==> config.mk <==
export PLATFORM = sky130hd
export DESIGN_NAME = proc_core
export DESIGN_NICKNAME = d
export VERILOG_FILES = /design/src/rtl/proc_core.sv
export SDC_FILE = /design/constraint.sdc
export NUM_CORES = 1
export LEC_CHECK = 0
export CAP_MARGIN = 20
export CORE_ASPECT_RATIO = 1.75
export CORE_MARGIN = 4
export CORE_UTILIZATION = 55
export DETAILED_ROUTE_END_ITERATION = 16
export PLACE_DENSITY = 0.83
export SLEW_MARGIN = 5
export SYNTH_ARGS = -nofsm -noshare
export SYNTH_HDL_FRONTEND = slang
export SYNTH_SLANG_ARGS = --single-unit
==> constraint.sdc <==
create_clock -name clock -period 13.2 [get_ports clock]
set_input_delay 1.98 -clock clock [delete_from_list [all_inputs] [get_ports clock]]
set_output_delay 1.98 -clock clock [all_outputs]
set_load 0.02 [all_outputs]
==> src/rtl/proc_core.sv <==
// proc_core: multicycle processor core with its own FETCH/EXEC/MEM/HALT
// sequencer, an 8 x DATA_W register file and a PC. Instruction and data
// memories are reached through req/ack handshakes, so any memory latency
// simply stretches the FETCH or MEM state.
//
// Optional feature: define PROC_MUL_EN to decode opcode 9 as MUL
// (rd = low DATA_W bits of rd*rs). Without it, opcode 9 is illegal.
module proc_core #(
  parameter int          DATA_W   = 16,
  parameter int          ADDR_W   = 16,
  parameter int unsigned RESET_PC = 0
) (
  input  logic              clock,
  input  logic              reset,
  output logic              imem_req,
  output logic [ADDR_W-1:0] imem_addr,
  input  logic              imem_ack,
  input  logic [15:0]       iram_in,
  output logic              dmem_req,
  output logic              dmem_we,
  output logic [ADDR_W-1:0] dmem_addr,
  output logic [DATA_W-1:0] dmem_wdata,
  input  logic              dmem_ack,
  input  logic [DATA_W-1:0] dram_in,
  output logic [15:0]       ir_out,
  output logic [DATA_W-1:0] bus_out,
  output logic              halted,
  output logic              illegal
);

  typedef enum logic [1:0] {
    S_FETCH,
    S_EXEC,
    S_MEM,
    S_HALT
  } state_t;

  typedef enum logic [3:0] {
    OP_NOP   = 4'h0,
    OP_ADD   = 4'h1,
    OP_SUB   = 4'h2,
    OP_AND   = 4'h3,
    OP_LDI   = 4'h4,
    OP_LOAD  = 4'h5,
    OP_STORE = 4'h6,
    OP_JZ    = 4'h7,
    OP_JMP   = 4'h8,
    OP_MUL   = 4'h9,
    OP_HALT  = 4'hF
  } op_t;

  state_t            state;
  logic [ADDR_W-1:0] pc;
  logic [DATA_W-1:0] regs [8];

  // Instruction fields, always taken from the latched instruction register.
  op_t               op;
  logic [2:0]        rd_idx;
  logic [2:0]        rs_idx;
  logic [8:0]        imm9;
  logic [DATA_W-1:0] rd_val;
  logic [DATA_W-1:0] rs_val;

  assign op     = op_t'(ir_out[15:12]);
  assign rd_idx = ir_out[11:9];
  assign rs_idx = ir_out[8:6];
  assign imm9   = ir_out[8:0];
  assign rd_val = regs[rd_idx];
  assign rs_val = regs[rs_idx];

  // The fetch request is a pure function of state so it rises in the very
  // first cycle after reset; reset itself masks it.
  assign imem_req  = (state == S_FETCH) && !reset;
  assign imem_addr = pc;

  // Single-cycle EXEC results: register write value/enable, next PC, illegal.
  logic              exe_wr;
  logic [DATA_W-1:0] exe_val;
  logic [ADDR_W-1:0] exe_pc;
  logic              exe_ill;

  // Combinational decode of the instruction in EXEC.
  always_comb begin
    // NOTE: every output of this block gets a default first, so no path can
    // leave one unassigned and infer a latch.
    exe_wr  = 1'b0;
    exe_val = '0;
    exe_pc  = pc;
    exe_ill = 1'b0;
    case (op)
      OP_NOP:   ;
      OP_ADD:   begin exe_wr = 1'b1; exe_val = rd_val + rs_val; end
      OP_SUB:   begin exe_wr = 1'b1; exe_val = rd_val - rs_val; end
      OP_AND:   begin exe_wr = 1'b1; exe_val = rd_val & rs_val; end
      OP_LDI:   begin exe_wr = 1'b1; exe_val = DATA_W'(imm9);   end
      OP_LOAD, OP_STORE, OP_HALT: ;
      OP_JZ:    if (rd_val == '0) exe_pc = ADDR_W'(rs_val);
      // Offset is relative to the PC already incremented during FETCH.
      OP_JMP:   exe_pc = pc + ADDR_W'($signed(imm9));
`ifdef PROC_MUL_EN
      OP_MUL:   begin exe_wr = 1'b1; exe_val = rd_val * rs_val; end
`endif
      default:  exe_ill = 1'b1;
    endcase
  end

  // Sequencer, register file, PC and all registered outputs.
  always_ff @(posedge clock) begin
    // NOTE: state updates use non-blocking assignments so every register in
    // this block samples the values from before the edge.
    if (reset) begin
      state      <= S_FETCH;
      pc         <= ADDR_W'(RESET_PC);
      // NOTE: the register file is architecturally zero after reset, so it
      // is reset along with the rest of the state rather than left as RAM.
      for (int i = 0; i < 8; i++) regs[i] <= '0;
      ir_out     <= '0;
      bus_out    <= '0;
      halted     <= 1'b0;
      illegal    <= 1'b0;
      dmem_req   <= 1'b0;
      dmem_we    <= 1'b0;
      dmem_addr  <= '0;
      dmem_wdata <= '0;
    end else begin
      case (state)
        S_FETCH: begin
          if (imem_ack) begin
            ir_out <= iram_in;
            pc     <= pc + ADDR_W'(1);
            state  <= S_EXEC;
          end
        end

        S_EXEC: begin
          state <= S_FETCH;
          case (op)
            OP_LOAD, OP_STORE: begin
              // Address and data are captured here, so a LOAD with rd == rs
              // still uses the original address.
              dmem_req   <= 1'b1;
              dmem_we    <= (op == OP_STORE);
              dmem_addr  <= ADDR_W'(rs_val);
              dmem_wdata <= rd_val;
              state      <= S_MEM;
            end
            OP_HALT: begin
              halted <= 1'b1;
              state  <= S_HALT;
            end
            default: begin
              if (exe_wr) begin
                regs[rd_idx] <= exe_val;
                bus_out      <= exe_val;
              end
              pc <= exe_pc;
              if (exe_ill) illegal <= 1'b1;
            end
          endcase
        end

        S_MEM: begin
          if (dmem_ack) begin
            if (!dmem_we) begin
              regs[rd_idx] <= dram_in;
              bus_out      <= dram_in;
            end
            dmem_req <= 1'b0;
            dmem_we  <= 1'b0;
            state    <= S_FETCH;
          end
        end

        S_HALT: halted <= 1'b1;

        default: state <= S_FETCH;
      endcase
    end
  end

endmodule
; ---- Word level (Yosys, flattened, before mapping)
; Memory sizes are Yosys's and may differ from the RTL's. A register that Yosys moved wholly into a read port is not among the register bits.
; Index checks and enable logic that the tools add are counted.
[op_classes]
bitwise_logic = 4
eq_ne = 21
n_mux = 43
reduce_logical = 22
n_addsub = 4
[ops]
columns = op, n
row1 = $mux W16, 9
row2 = $pmux W16 S2, 3
row3 = $pmux W16 S4, 1
row4 = $add A16 B16 Y16, 2
row5 = $mux W1, 18
row6 = $add A16 B1 Y16 const B, 1
row7 = $and A16 B16 Y16, 1
row8 = $eq A4 B3 Y1 const B, 4
row9 = $logic_not A16 Y1, 1
row10 = $reduce_or A16 Y1, 1
row11 = $sub A16 B16 Y16, 1
row12 = $mux W3, 5
row13 = $ne A2 B2 Y1 const B, 7
row14 = $reduce_and A5 Y1, 2
row15 = $reduce_or A10 Y1, 1
row16 = $reduce_and A3 Y1, 3
row17 = $eq A4 B2 Y1 const B, 2
row18 = $eq A4 B4 Y1 const B, 2
row19 = $pmux W1 S2, 3
row20 = $pmux W2 S3, 1
row21 = $reduce_and A2 Y1, 3
row22 = $reduce_bool A2 Y1, 3
row23 = $eq A2 B2 Y1 const B, 2
row24 = $eq A4 B1 Y1 const B, 1
row25 = 15 further kinds, 17
[word_totals]
input_bits = 36
register_bits = 86
ramBits = 128
out_inout_bits = 85
elab_cells = 105
n_memories = 1
[mem_list]
columns = name, depth, word_bits, read_ports, rd_ports_with_merged_regs, wr, line_no
row1 = regs, 8, 16, 2, 2, 8, 54  ; logic [DATA_W-1:0] regs [8];

; ---- Longest topological paths before layout
[logic_depth]
ltp_word = 11
mapped_depth = 19

; ---- Worst setup path after synthesis
; Ideal clock, no wire load.
[synth_path]
kind = input-to-output
startpoint = input reset
endpoint = output imem_req
setup_slack_ns = 8.311
cell_stages = 4
required_ns = 11.220
arrival_ns = 2.909
path_buffers = 3
cell_sequence = clkbuf_1 > clkbuf_1 > clkbuf_1 > nor2_1
[synth_via]
elab_chain_len = 2
[synth_rtl]
columns = item, line_no
row1 = "start, declared", 14  ; input logic reset,
row2 = $logic_not A1 Y1, 73  ; assign imem_req = (state == S_FETCH) && !reset;
row3 = $logic_and A1 B1 Y1, 73
row4 = "end, declared", 15  ; output logic imem_req,
; Every way passes these cells.

==> flow_summary.json <==
{
  "grtUsageTotal_pct": 34.28,
  "drt-initial-drc-count": 1573,
  "synth.distinct_cells": 65,
  "antenna_found_initial": 0,
  "pwr-share-comb_pct": 25.8,
  "cts_sinks": 220,
  "post_cts_resized": 0,
  "synth_seq_area_share_pct": 44.78,
  "globalplace.congestion": 0.9872,
  "final_cell_mix": "nor2_1 (205), edfxtp_1 (128), clkdlybuf4s50_1 (119)",
  "maxCapViolations": 0,
  "worst-setup-path-type": "register to register",
  "min-delay-start": "bus_out[9]",
  "routed_wirelength_um": 43750,
  "grt_setup_unrepaired": "false",
  "diodes": 0,
  "final_util_pct": 65.66,
  "whs_ns": 0.4813,
  "ys.warnings.count": 0,
  "critPathRequiredTime_ns": 13.42,
  "slew_headroom_pct": 21.45,
  "slowest_stage": "nor3_1",
  "synth-async-reset-ratio_pct": 0,
  "holdCritPathClass": "register to register",
  "seq_power_share_pct": 40.5,
  "fin_skew_ns": 0.02102,
  "grt_max_degree": 65,
  "power_frac_clock_pct": 33.7,
  "io_buffers": 120,
  "switching_share_pct": 32.10,
  "crit_fanout": 31,
  "fin_nets": 1427,
  "pwr_density_cell_nw_per_um2": 129.4,
  "dieArea_um2": 25680,
  "cts_made_buffers": 20,
  "row_count": 73,
  "ff2ff_setup_slack_ns": 6.94,
  "irDropWorstVdd_mv": 0.09162,
  "initial_core_util_pct": 55.83,
  "period_share_pct": 47.40,
  "fmax_mhz": 159.8,
  "syn-num-nets": 1330,
  "grt_pass1_vias": 11318,
  "hpwl_um": 30640,
  "hold_path_end": "bus_out[9]",
  "htreeDepth": 1,
  "worstPathCellList": "buf_4, mux4_2, mux2i_1, o2111ai_1, nor3_1, a31oi_1, xor2_1, ha_1, o21ai_0, a2111oi_0, o211ai_1, a21o_1, nand3_1, mux2i_1, nor3_1, nor3_1",
  "slowest_delay_ns": 0.74,
  "ys_ff_latch": 220,
  "drv_slew": 0,
  "worstReg2RegEnd": "regs[1][15]",
  "synth_area_per_cell_um2": 10.13,
  "clkSlewWorstSetupHoldPaths_ns": 0.07,
  "synth_flop_cell": "edfxtp_1",
  "finalCriticalPeriod_ns": 6.257,
  "coreArea_um2": 22740,
  "outcome": "finished clean",
  "drive_gt1_share_pct": 10.55,
  "leakage_nw": 5.362,
  "synth_edf_count": 128,
  "synthesis.area_um2": 12700,
  "cp.arrival_ns": 6.48,
  "ios": 121,
  "grt_pass1_wl_um": 65850,
  "route.detailed.drc": 0,
  "cts_hold_buf": 0,
  "die_x_um": 122.9,
  "post-cts-setup-buffer-count": 0,
  "finalPower_w": 0.001932,
  "fin_setup_tns_ns": 0,
  "clockBufferDepth": 3,
  "tightest_slew_ns": 1.169,
  "layout_commonest_cell": "nor2_1",
  "endpoint_kind": "register",
  "start_kind": "register",
  "p_int_w": 0.001312,
  "clk_latency_ns": 0.53,
  "syn2layout_area_growth_pct": 17.61,
  "ant_nets": 0,
  "vias": 11405,
  "cts_tree": "done",
  "avgRoutedWirePerCell_um": 26.28,
  "dr.pass1.iters": 6,
  "synth_cells": 1254,
  "die_h_um": 209.0,
  "cts-root-buf": "clkbuf_16",
  "finalHoldViolCount": 0,
  "p_sw_w": 0.0006203,
  "hold_path_depth": 2,
  "grt.overflow.total": 0,
  "crit_top_cell": "nor3_1",
  "setup_viol": 0,
  "vias_per_cell": 6.850,
  "worstRegToRegCells": 16
}
routing by layer:
metal  wire, um  up-vias  part of all wire, %  global-route usage, %
met3       4225      307                  9.7                  7.636
met5          0        -                    0                      0
met4       4419        0                   10                  27.18
li1           -     4866                    -                      -
met2      21560      849                   49                  57.38
met1      13540     5383                   31                  36.38
power groups by stage:
stage                     registers, W  logic, W  clock network (W)
after floorplan               0.000796  0.000301                  0
after global placement        0.000793  0.000474                  0
after detailed placement      0.000796  0.000479                  0
after CTS                     0.000780  0.000482           0.000649
after global routing          0.000784  0.000529           0.000678
final                         0.000782  0.000499           0.000651
flip-flops by register name, indices dropped and copies added (netlist names), named ones only:
register and cells:
dmem_addr 16, dmem_we 1, regs 128, illegal 1
imem_addr 16, ir_out 16, dmem_wdata 16, bus_out 16
state 2, halted 1, dmem_req 1
cell usage after synthesis (8+ instances only):
library cell | count | area (um2)
nor3_1 | 56 | 280.3
xor2_1 | 18 | 157.7
dfxtp_1 | 92 | 1842
nand2_1 | 102 | 382.9
nor3b_1 | 9 | 67.56
nand2b_1 | 8 | 50.05
edfxtp_1 | 128 | 3844
o21ai_0 | 42 | 210.2
a211o_1 | 8 | 70.07
buf_2 | 9 | 45.04
a211oi_1 | 41 | 307.8
ha_1 | 38 | 475.5
xnor2_1 | 24 | 210.2
or3_1 | 9 | 56.30
mux2i_1 | 45 | 450.4
a21oi_1 | 80 | 400.4
a21o_1 | 12 | 90.09
nor2_1 | 206 | 773.2
o21ai_1 | 8 | 40.04
a31oi_1 | 15 | 93.84
mux4_2 | 64 | 1441
inv_1 | 43 | 161.4
o211ai_1 | 8 | 60.06
nand4_1 | 9 | 56.30
nand3_1 | 19 | 95.09
clkbuf_1 | 63 | 236.5
worst max-delay path by stage:
stage	end	slack, ns	cells past startpoint
detailed placement	regs[4][15]	7.16	16
floorplan	imem_req	8.31	4
global placement	regs[1][15]	7.37	16
CTS	regs[1][15]	7.06	16
global route	regs[1][15]	6.38	16
finish	regs[1][15]	6.94	16
logic make-up after synthesis:
logic type                 after synthesis  share of synthesized area [%]
xor gates and xnor gates                42                          2.897
adders and majority gates               40                          4.060
and+or+nand+nor                        449                          15.60
buffers and inverters                  123                          3.873
AOI/OAI and AO/OA                      269                          13.72
muxes                                  111                          15.08
DFF                                    220                          44.78
cell type report:
class	count	area, um2
clock inverters	10	140.1
fillers	1680	7810
clock buffers	26	585.6
multi-input cells	911	6528
well taps	300	375.4
inverters	44	165.2
repair buffers	154	1451
flip-flops and latches	220	5688
through the flow:
step,setup slack [ns],std cells,instance area (um2)
after floorplan,8.311,1254,12700
after global placement,7.371,1628,14200
after detailed placement,7.157,1628,14200
after CTS,7.055,1664,14930
after global routing,6.383,1665,14930
final,6.943,1665,14930
worst max-delay path, delay by kind of cell (launching register included):
kind	cells	cell delay [ns]
AO/OA/AOI/OAI	6	1.70
XOR/XNOR	1	0.16
adder cells (fa/ha/maj)	1	0.40
buffers and inverters	1	0.53
flip-flops	1	0.47
multiplexers	3	1.30
AND/OR/NAND/NOR	4	1.37
(Power assumes the default switching activity.)
